`src/rtl/pong_pixel_engine.sv`:
```
// pong_pixel_engine: Pong game state and pixel painter fed by hvsync_generator.
// Paddle/ball/score advance once per frame (one state per clock, started at the
// frame tick in blanking). Colour and syncs are registered together so they
// leave on the same clock.
// Direction encoding on the debug outputs: dir_x 1 = right, dir_y 1 = down.
module pong_pixel_engine #(
  parameter int PADDLE_X    = 16,
  parameter int PADDLE_H    = 64,
  parameter int PADDLE_STEP = 4,
  parameter int BALL_SPEED  = 2,
  parameter int WALL        = 8
) (
  input  logic       clk,
  input  logic       rst_n,
  input  logic [9:0] counter_x,
  input  logic [8:0] counter_y,
  input  logic       in_display_area,
  input  logic       h_sync_in,
  input  logic       v_sync_in,
  input  logic       btn_up,
  input  logic       btn_down,
  output logic       vga_r,
  output logic       vga_g,
  output logic       vga_b,
  output logic       vga_h_sync,
  output logic       vga_v_sync,
  output logic [7:0] miss_count,
  output logic [1:0] o_dbg_state,
  output logic [8:0] o_dbg_paddle_y,
  output logic [9:0] o_dbg_ball_x,
  output logic [8:0] o_dbg_ball_y,
  output logic       o_dbg_dir_x,
  output logic       o_dbg_dir_y
);

  // All geometry is compared in 11 bits so sums like y+8 or x+SPEED never wrap.
  localparam logic [10:0] L_SCR_H   = 11'd480;
  localparam logic [10:0] L_BALL    = 11'd8;
  localparam logic [10:0] L_PX      = 11'(PADDLE_X);
  localparam logic [10:0] L_FACE    = 11'(PADDLE_X + 8);
  localparam logic [10:0] L_PH      = 11'(PADDLE_H);
  localparam logic [10:0] L_STEP    = 11'(PADDLE_STEP);
  localparam logic [10:0] L_SPD     = 11'(BALL_SPEED);
  localparam logic [10:0] L_WALL    = 11'(WALL);
  localparam logic [10:0] L_X_MAX   = 11'(640 - WALL - 8);
  localparam logic [10:0] L_Y_MAX   = 11'(480 - WALL - 8);
  localparam logic [10:0] L_Y_TOP   = 11'(WALL + BALL_SPEED);
  localparam logic [10:0] L_WALL_B  = 11'(480 - WALL);
  localparam logic [10:0] L_WALL_R  = 11'(640 - WALL);
  localparam logic [8:0]  PY_MAX    = 9'(480 - PADDLE_H);
  localparam logic [8:0]  PY_RST    = 9'((480 - PADDLE_H) / 2);
  localparam logic [9:0]  BX_RST    = 10'((640 - 8) / 2);
  localparam logic [8:0]  BY_RST    = 9'((480 - 8) / 2);

  typedef enum logic [1:0] {
    S_WAIT   = 2'd0,
    S_PADDLE = 2'd1,
    S_BALL_X = 2'd2,
    S_BALL_Y = 2'd3
  } state_t;

  state_t      r_state, w_state_nxt;
  logic [1:0]  r_up_sync, r_dn_sync;
  logic [8:0]  r_paddle_y, w_paddle_y_nxt;
  logic [9:0]  r_ball_x, w_ball_x_nxt;
  logic [8:0]  r_ball_y, w_ball_y_nxt;
  logic        r_dir_x, w_dir_x_nxt;
  logic        r_dir_y, w_dir_y_nxt;
  logic [7:0]  r_miss_count, w_miss_nxt;

  logic [10:0] w_py, w_bx, w_by, w_cx, w_cy;
  logic        w_up, w_dn, w_frame_tick, w_face_cross, w_overlap;
  logic        w_on_ball, w_on_paddle, w_on_wall;

  assign w_py = {2'b00, r_paddle_y};
  assign w_bx = {1'b0, r_ball_x};
  assign w_by = {2'b00, r_ball_y};
  assign w_cx = {1'b0, counter_x};
  assign w_cy = {2'b00, counter_y};

  // Pressing both buttons at once means "hold".
  assign w_up = r_up_sync[1] & ~r_dn_sync[1];
  assign w_dn = r_dn_sync[1] & ~r_up_sync[1];

  assign w_frame_tick = (counter_x == 10'd767) && (counter_y == 9'd479) && (r_state == S_WAIT);

  // Ball steps past the paddle face this frame (ball_x - SPEED < face, without underflow).
  assign w_face_cross = (w_bx >= L_FACE) && (w_bx < L_FACE + L_SPD);
  // Vertical overlap with the paddle position written one clock earlier.
  assign w_overlap = (w_by + L_BALL > w_py) && (w_by < w_py + L_PH);

  assign w_on_ball   = (w_cx >= w_bx) && (w_cx < w_bx + L_BALL) &&
                       (w_cy >= w_by) && (w_cy < w_by + L_BALL);
  assign w_on_paddle = (w_cx >= L_PX) && (w_cx < L_PX + 11'd8) &&
                       (w_cy >= w_py) && (w_cy < w_py + L_PH);
  assign w_on_wall   = (w_cy < L_WALL) || (w_cy >= L_WALL_B) || (w_cx >= L_WALL_R);

  // Two-flop synchronisers for the asynchronous buttons.
  always_ff @(posedge clk or negedge rst_n) begin
    if (!rst_n) begin
      r_up_sync <= 2'b00;
      r_dn_sync <= 2'b00;
    end else begin
      r_up_sync <= {r_up_sync[0], btn_up};
      r_dn_sync <= {r_dn_sync[0], btn_down};
    end
  end

  // FSM state and game state registers.
  always_ff @(posedge clk or negedge rst_n) begin
    if (!rst_n) begin
      r_state      <= S_WAIT;
      r_paddle_y   <= PY_RST;
      r_ball_x     <= BX_RST;
      r_ball_y     <= BY_RST;
      r_dir_x      <= 1'b1;
      r_dir_y      <= 1'b1;
      r_miss_count <= 8'd0;
    end else begin
      r_state      <= w_state_nxt;
      r_paddle_y   <= w_paddle_y_nxt;
      r_ball_x     <= w_ball_x_nxt;
      r_ball_y     <= w_ball_y_nxt;
      r_dir_x      <= w_dir_x_nxt;
      r_dir_y      <= w_dir_y_nxt;
      r_miss_count <= w_miss_nxt;
    end
  end

  // Next-state and per-frame update: paddle, then ball x, then ball y (skipped on a miss).
  always_comb begin
    w_state_nxt    = r_state;
    w_paddle_y_nxt = r_paddle_y;
    w_ball_x_nxt   = r_ball_x;
    w_ball_y_nxt   = r_ball_y;
    w_dir_x_nxt    = r_dir_x;
    w_dir_y_nxt    = r_dir_y;
    w_miss_nxt     = r_miss_count;
    case (r_state)
      S_WAIT: begin
        if (w_frame_tick) w_state_nxt = S_PADDLE;
      end
      S_PADDLE: begin
        w_state_nxt = S_BALL_X;
        if (w_up) begin
          w_paddle_y_nxt = (w_py >= L_STEP) ? 9'(w_py - L_STEP) : 9'd0;
        end else if (w_dn) begin
          w_paddle_y_nxt = (w_py + L_PH + L_STEP <= L_SCR_H) ? 9'(w_py + L_STEP) : PY_MAX;
        end
      end
      S_BALL_X: begin
        w_state_nxt = S_BALL_Y;
        if (!r_dir_x) begin
          if (w_face_cross && w_overlap) begin
            w_ball_x_nxt = 10'(L_FACE);
            w_dir_x_nxt  = 1'b1;
          end else if (w_bx < L_SPD) begin
            w_ball_x_nxt = BX_RST;
            w_ball_y_nxt = BY_RST;
            w_dir_x_nxt  = 1'b1;
            w_miss_nxt   = (r_miss_count == 8'hFF) ? r_miss_count : r_miss_count + 8'd1;
            w_state_nxt  = S_WAIT;
          end else begin
            w_ball_x_nxt = 10'(w_bx - L_SPD);
          end
        end else if (w_bx + L_SPD >= L_X_MAX) begin
          w_ball_x_nxt = 10'(L_X_MAX);
          w_dir_x_nxt  = 1'b0;
        end else begin
          w_ball_x_nxt = 10'(w_bx + L_SPD);
        end
      end
      S_BALL_Y: begin
        w_state_nxt = S_WAIT;
        if (!r_dir_y) begin
          if (w_by < L_Y_TOP) begin
            w_ball_y_nxt = 9'(L_WALL);
            w_dir_y_nxt  = 1'b1;
          end else begin
            w_ball_y_nxt = 9'(w_by - L_SPD);
          end
        end else if (w_by + L_SPD > L_Y_MAX) begin
          w_ball_y_nxt = 9'(L_Y_MAX);
          w_dir_y_nxt  = 1'b0;
        end else begin
          w_ball_y_nxt = 9'(w_by + L_SPD);
        end
      end
      default: w_state_nxt = S_WAIT;
    endcase
  end

  // Pixel painter: colour from the current counters, syncs delayed to stay aligned.
  always_ff @(posedge clk or negedge rst_n) begin
    if (!rst_n) begin
      {vga_r, vga_g, vga_b} <= 3'b000;
      vga_h_sync            <= 1'b1;
      vga_v_sync            <= 1'b1;
    end else begin
      vga_h_sync <= h_sync_in;
      vga_v_sync <= v_sync_in;
      if (!in_display_area)  {vga_r, vga_g, vga_b} <= 3'b000;
      else if (w_on_ball)    {vga_r, vga_g, vga_b} <= 3'b100;
      else if (w_on_paddle)  {vga_r, vga_g, vga_b} <= 3'b010;
      else if (w_on_wall)    {vga_r, vga_g, vga_b} <= 3'b111;
      else                   {vga_r, vga_g, vga_b} <= 3'b000;
    end
  end

  assign miss_count     = r_miss_count;
  assign o_dbg_state    = r_state;
  assign o_dbg_paddle_y = r_paddle_y;
  assign o_dbg_ball_x   = r_ball_x;
  assign o_dbg_ball_y   = r_ball_y;
  assign o_dbg_dir_x    = r_dir_x;
  assign o_dbg_dir_y    = r_dir_y;

endmodule

```
`config.mk`:
```
export PLATFORM = sky130hd
export DESIGN_NAME = pong_pixel_engine
export DESIGN_NICKNAME = d
export VERILOG_FILES = /design/src/rtl/pong_pixel_engine.sv
export SDC_FILE = /design/constraint.sdc
export NUM_CORES = 1
export LEC_CHECK = 0
export CORE_UTILIZATION = 55
export DETAILED_ROUTE_END_ITERATION = 8
export PLACE_DENSITY = 0.93
export REMOVE_ABC_BUFFERS = 1
export SKIP_CTS_REPAIR_TIMING = 1
export SYNTH_ARGS = -nofsm -noshare
export SYNTH_HDL_FRONTEND = slang
export SYNTH_SLANG_ARGS = --single-unit
```
`constraint.sdc`:
```
create_clock -name clk -period 4.2 [get_ports clk]
set_input_delay 0.42 -clock clk [delete_from_list [all_inputs] [get_ports clk]]
set_output_delay 0.42 -clock clk [all_outputs]
set_load 0.01 [all_outputs]
```
# After elaboration in Yosys (flattened, before gate mapping)
# Index checks and enable logic that the tools add are counted.
[word_totals]
latchBits = 0
out_inout_bits = 45
reg_bits = 49
rom_bits = 0
memories = 0
ram_bits = 0
wordCells = 118
[op_classes]
n_eq_ne = 10
n_lt_le_gt_ge = 21
bitwise_logic = 7
shifts = 0
addsub = 11
multipliers = 0
muxes = 36
div = 0
reduce_logical = 19
[ops]
columns = ["cell", "count"]
rows = [
  ["$mux W9", 10],
  ["$mux W10", 4],
  ["$lt A9 B11 Y1", 2],
  ["$ge A10 B5 Y1 const B", 2],
  ["$lt A10 B5 Y1 const B", 2],
  ["$ge A9 B9 Y1", 2],
  ["$lt A9 B4 Y1 const B", 2],
  ["$pmux W9 S2", 1],
  ["$mux W1", 16],
  ["$add A10 B2 Y11 const B", 1],
  ["$add A10 B3 Y11 const B", 1],
  ["$add A10 B4 Y11 const B", 1],
  ["$ge A11 B10 Y1 const B", 1],
  ["$gt A11 B9 Y1", 1],
  ["$gt A11 B9 Y1 const B", 1],
  ["$le A11 B9 Y1 const B", 1],
  ["$logic_and A1 B1 Y1", 11],
  ["$lt A10 B11 Y1", 1],
  ["$add A9 B2 Y10 const B", 1],
  ["$add A9 B4 Y10 const B", 1],
  ["$add A9 B7 Y10 const B", 1],
  ["$eq A10 B10 Y1 const B", 1],
  ["$ge A10 B10 Y1", 1],
  ["$ge A10 B10 Y1 const B", 1],
  ["other kinds (24)", 38],
]

# Logic depth before layout (Yosys ltp)
[logic_depth]
ltp_word = 7
depth_mapped = 11
depth_no_buf = 10

# Worst setup path before layout
# Ideal clock, no wire load.
[synth_timing]
path_type = "flip-flop to flip-flop"
startpoint = "reg r_ball_y[5], in the netlist o_dbg_ball_y[5]"
endpoint = "reg r_ball_x[2], in the netlist o_dbg_ball_x[2]"
path_slack_ps = 1106
path_stages_with_launch = 12
required_time_ps = 4138
arrival_ps = 3032
cell_sequence = "dfstp_2 -> clkbuf_1 -> nand3_1 -> nor3_1 -> xnor2_1 -> ha_1 -> nand4_1 -> o21ai_0 -> or4_1 -> o311a_1 -> a2111oi_0 -> a221o_1"
[synth_via]
elab_chain_cells = 6
elab_cells_between_ends = 7
classes_between = "1 x add/sub; 2 x order compare; 2 x mux; 2 x reduce/logical"
[synth_rtl]
columns = ["element", "line", "rtl"]
rows = [
  ["start: declaration", "66", "logic [8:0] r_ball_y, w_ball_y_nxt;"],
  ["start signal: assignment", "123", "r_ball_y <= w_ball_y_nxt;"],
  ["$add A9 B4 Y10", "90", "assign w_overlap = (w_by + L_BALL > w_py) && (w_by < w_py + L_PH);"],
  ["$gt A11 B9 Y1", "90", ""],
  ["$logic_and A1 B1 Y1 (*)", "90", ""],
  ["$logic_and A1 B1 Y1 (*)", "154", "if (w_face_cross && w_overlap) begin"],
  ["$mux W10 (*)", "154", ""],
  ["$mux W10 (*)", "153", "if (!r_dir_x) begin"],
  ["end signal: assignment", "122", "r_ball_x <= w_ball_x_nxt;"],
  ["end: declaration", "65", "logic [9:0] r_ball_x, w_ball_x_nxt;"],
]
# Every way passes the cells marked *; elsewhere a longest branch is shown, timed or not.
# A chain may end at the register's enable or synchronous reset.

# Final worst setup path
[layout_timing]
startpoint = "reg r_ball_y[3], in the netlist o_dbg_ball_y[3]"
endpoint = "reg r_ball_x[9], in the netlist o_dbg_ball_x[9]"
# The elaborated chain is that of the path after synthesis.

==> impl_metrics.toml <==
[flow_run]
cap_violations = 0

[place]
portBuffers = 66
dpl.hpwl_mm = 9.94
placed_cell_area_sq_um = 5210
dpl.cell_count = 685
gp_congestion = 0.964

[floorplanning]
start_util_pct = 57.9
fp.coreArea_sq_um = 7850
rows = 32
fp.dieH_um = 92.9
dieArea_sq_um = 8620
die_w_um = 92.9
io_pins = 71

[cts]
clockBufferDepth = 2
path_clk_slew_ns = 0.10
cts_made_buffers = 5
ctsRootBufferMaster = "clkbuf_8"
insertion_delay_ns = 0.33
clkSinkCount = 45
htree_levels = 2
cts_tree = "yes"

[timing]
post-route-period-util_pct = 78.7
worstMarginPinSlew_ns = 1.09
fin_skew_ns = 0.0169
fin_crit_ns = 3.31
maxSlewViolCount = 0
rsz0062_at_grt = "no"
clock.fmax_mhz = 302
slew_headroom_pct = 26.4
hold_viol = 0
report.final.setup_viol = 0
setup_tns_ns = 0

[power_and_ir_drop]
pwr-share-seq_pct = 29.2
power_frac_clock_pct = 10.5
leakage_nw = 2.28
power.total_mw = 2.82
switching_share_pct = 48.5
switching_power_mw = 1.37
ir_drop_mv = 0.280
p_int_mw = 1.45
powerDensity_nw_per_um2 = 531
comb_power_share_pct = 60.3

[setup_path]
startpoint = "o_dbg_ball_y[3]$_DFFE_PN1P_"
reg2reg_from = "o_dbg_ball_y[3]$_DFFE_PN1P_"
r2r_setup_slack_ns = 0.89
r2r_cells = 10
cp_max_fo = 13
r2r_end = "o_dbg_ball_x[9]$_DFFE_PN0P_"
end_kind = "register"
start_kind = "register"
cp.arrival_ns = 3.56
crit_type = "register to register"
cp_data_required_time_ns = 4.45
endpoint = "o_dbg_ball_x[9]$_DFFE_PN0P_"

[global_routing]
overflow = 0
track_usage_pct = 31.3
grt_pass1_wl_mm = 21.4
antenna_found_initial = 0
grt_pass1_vias = 4425
grt_max_degree = 46

[cells_and_area]
instances_no_fill = 693
final_common_cell = "ha_1"
final_nets = 686
drive_gt1_share_pct = 7.28
num_antenna_cells = 0
fill_cells = 670
multi_input_area_sq_um = 3110
final_cell_mix = "ha_1 (70), clkdlybuf4s50_1 (65), inv_1 (44), a21oi_1 (39), nor2_1 (35)"
seq_area_sq_um = 1150
synthToLayoutAreaGrowth_pct = 16.8
design_area_sq_um = 5300

[logic_synthesis]
postSynthCellCount = 537
synth_ff_type = "dfrtp_1"
synth_cell_types = 68
avgSynthCellArea_sq_um = 8.46
syn-cell-area_sq_um = 4540
yosys_warnings = 0
yosysSeqAreaShare_pct = 25.3
ys_ff_latch = 45
synth_edf_count = 0
async_flop_share_pct = 100

[routing]
drc_errors = 0
avgViaCountPerCell = 6.52
drtIter0Drc = 444
wl_per_cell_um = 18.8
firstDrtPassIters = 5
drt_wl_total_mm = 13.0
antenna_left = 0
vias = 4517

[min_path]
min_path_type = "primary input to async pin"

[status]
status = "completed"
critical path: stages, from the launching register on:
cell,delay (ns)
dfstp_2,0.69
ha_1,0.36
nand3_1,0.13
xnor2_1,0.21
ha_1,0.29
nand4_1,0.15
o21ai_0,0.09
or4_1,0.48
o311a_1,0.23
o21ai_1,0.37
a32o_1,0.23
metrics by stage:
step / worst slack [ns] / hold WS, ns / utilization, %
CTS: 0.952 / 0.313 / 67.6
global placement: 1.11 / 0.337 / 66.4
floorplan: 1.30 / 0.124 / -
detailed placement: 0.988 / 0.340 / 66.4
global route: 0.614 / 0.350 / 67.6
finish: 0.893 / 0.266 / 67.6
cell families (layout without fill, tap and decap cells):
kind of cell    after synthesis  after routing  synth area share, %
simple gates                161            161                 19.2
compound gates              160            160                 23.5
fa+ha+maj                    70             70                 19.3
buf+inv                      68            119                 6.48
flops                        45             45                 25.3
xor+xnor                     30             30                 5.79
mux                           2              2                0.468
other cells                   1              4               0.0826
synthesized netlist by cell type, types with 5 or more instances:
cell type,number,area share [%]
a21oi_1,39,4.3
nand3_1,20,2.2
and3_1,5,0.69
nor3_1,15,1.7
o22ai_1,5,0.69
nor4_1,7,0.96
xnor2_1,25,4.8
xor2_1,5,0.96
clkbuf_1,15,1.2
a21o_1,9,1.5
nor2_1,35,2.9
o211ai_1,7,1.2
o31ai_1,5,0.83
ha_1,70,19
o21ai_0,32,3.5
inv_1,44,3.6
dfstp_2,17,9.8
nor2b_1,5,0.69
dfrtp_1,28,15
a31oi_1,10,1.4
a211oi_1,5,0.83
nand4_1,10,1.4
nand2_1,27,2.2
nand2b_1,8,1.1
state kept, by name, indices dropped and copies added (netlist names), 2 cells and up:
name,cells
o_dbg_ball_x,9
miss_count,8
o_dbg_ball_y,8
o_dbg_paddle_y,7
o_dbg_state,2
r_dn_sync,2
r_up_sync,2
layout make-up:
type | instances | share of cell area [%]
clock buffers | 5 | 1.30
clock inverters | 3 | 0.472
inverters | 45 | 3.18
multi-input cells | 427 | 58.6
flip-flops and latches | 45 | 21.6
well taps | 102 | 2.41
repair buffers | 66 | 12.4
worst min-delay path by stage:
stage,cells after the start,slack (ns),end,startpoint
5_1_grt,1,0.35,o_dbg_paddle_y[3]$_DFFE_PN0P_,rst_n
4_1_cts,1,0.31,o_dbg_ball_y[4]$_DFFE_PN0P_,rst_n
3_3_place_gp,0,0.34,r_dn_sync[1]$_DFF_PN0_,r_dn_sync[0]$_DFF_PN0_
3_5_place_dp,0,0.34,r_up_sync[1]$_DFF_PN0_,r_up_sync[0]$_DFF_PN0_
6_report,1,0.27,o_dbg_paddle_y[3]$_DFFE_PN0P_,rst_n
2_1_floorplan,0,0.12,miss_count[0]$_DFFE_PN0P_,rst_n
routing by layer:
metal	vias up	track usage, %	part of all wire (%)
li1	2080	-	-
met1	2134	41.8	41
met2	267	50.8	47
met3	36	6.16	10
met4	0	9.74	1.9
met5	-	0	0
power by group through the flow:
| stage | logic, mW | registers (mW) | clock network (mW) |
|---|---|---|---|
| 2_1_floorplan | 1.08 | 0.787 | 0 |
| 3_3_place_gp | 1.59 | 0.808 | 0 |
| 3_5_place_dp | 1.65 | 0.819 | 0 |
| 4_1_cts | 1.67 | 0.811 | 0.299 |
| 5_1_grt | 1.90 | 0.845 | 0.315 |
| 6_report | 1.70 | 0.822 | 0.296 |
No activity file was read; power rests on OpenSTA's default activity.
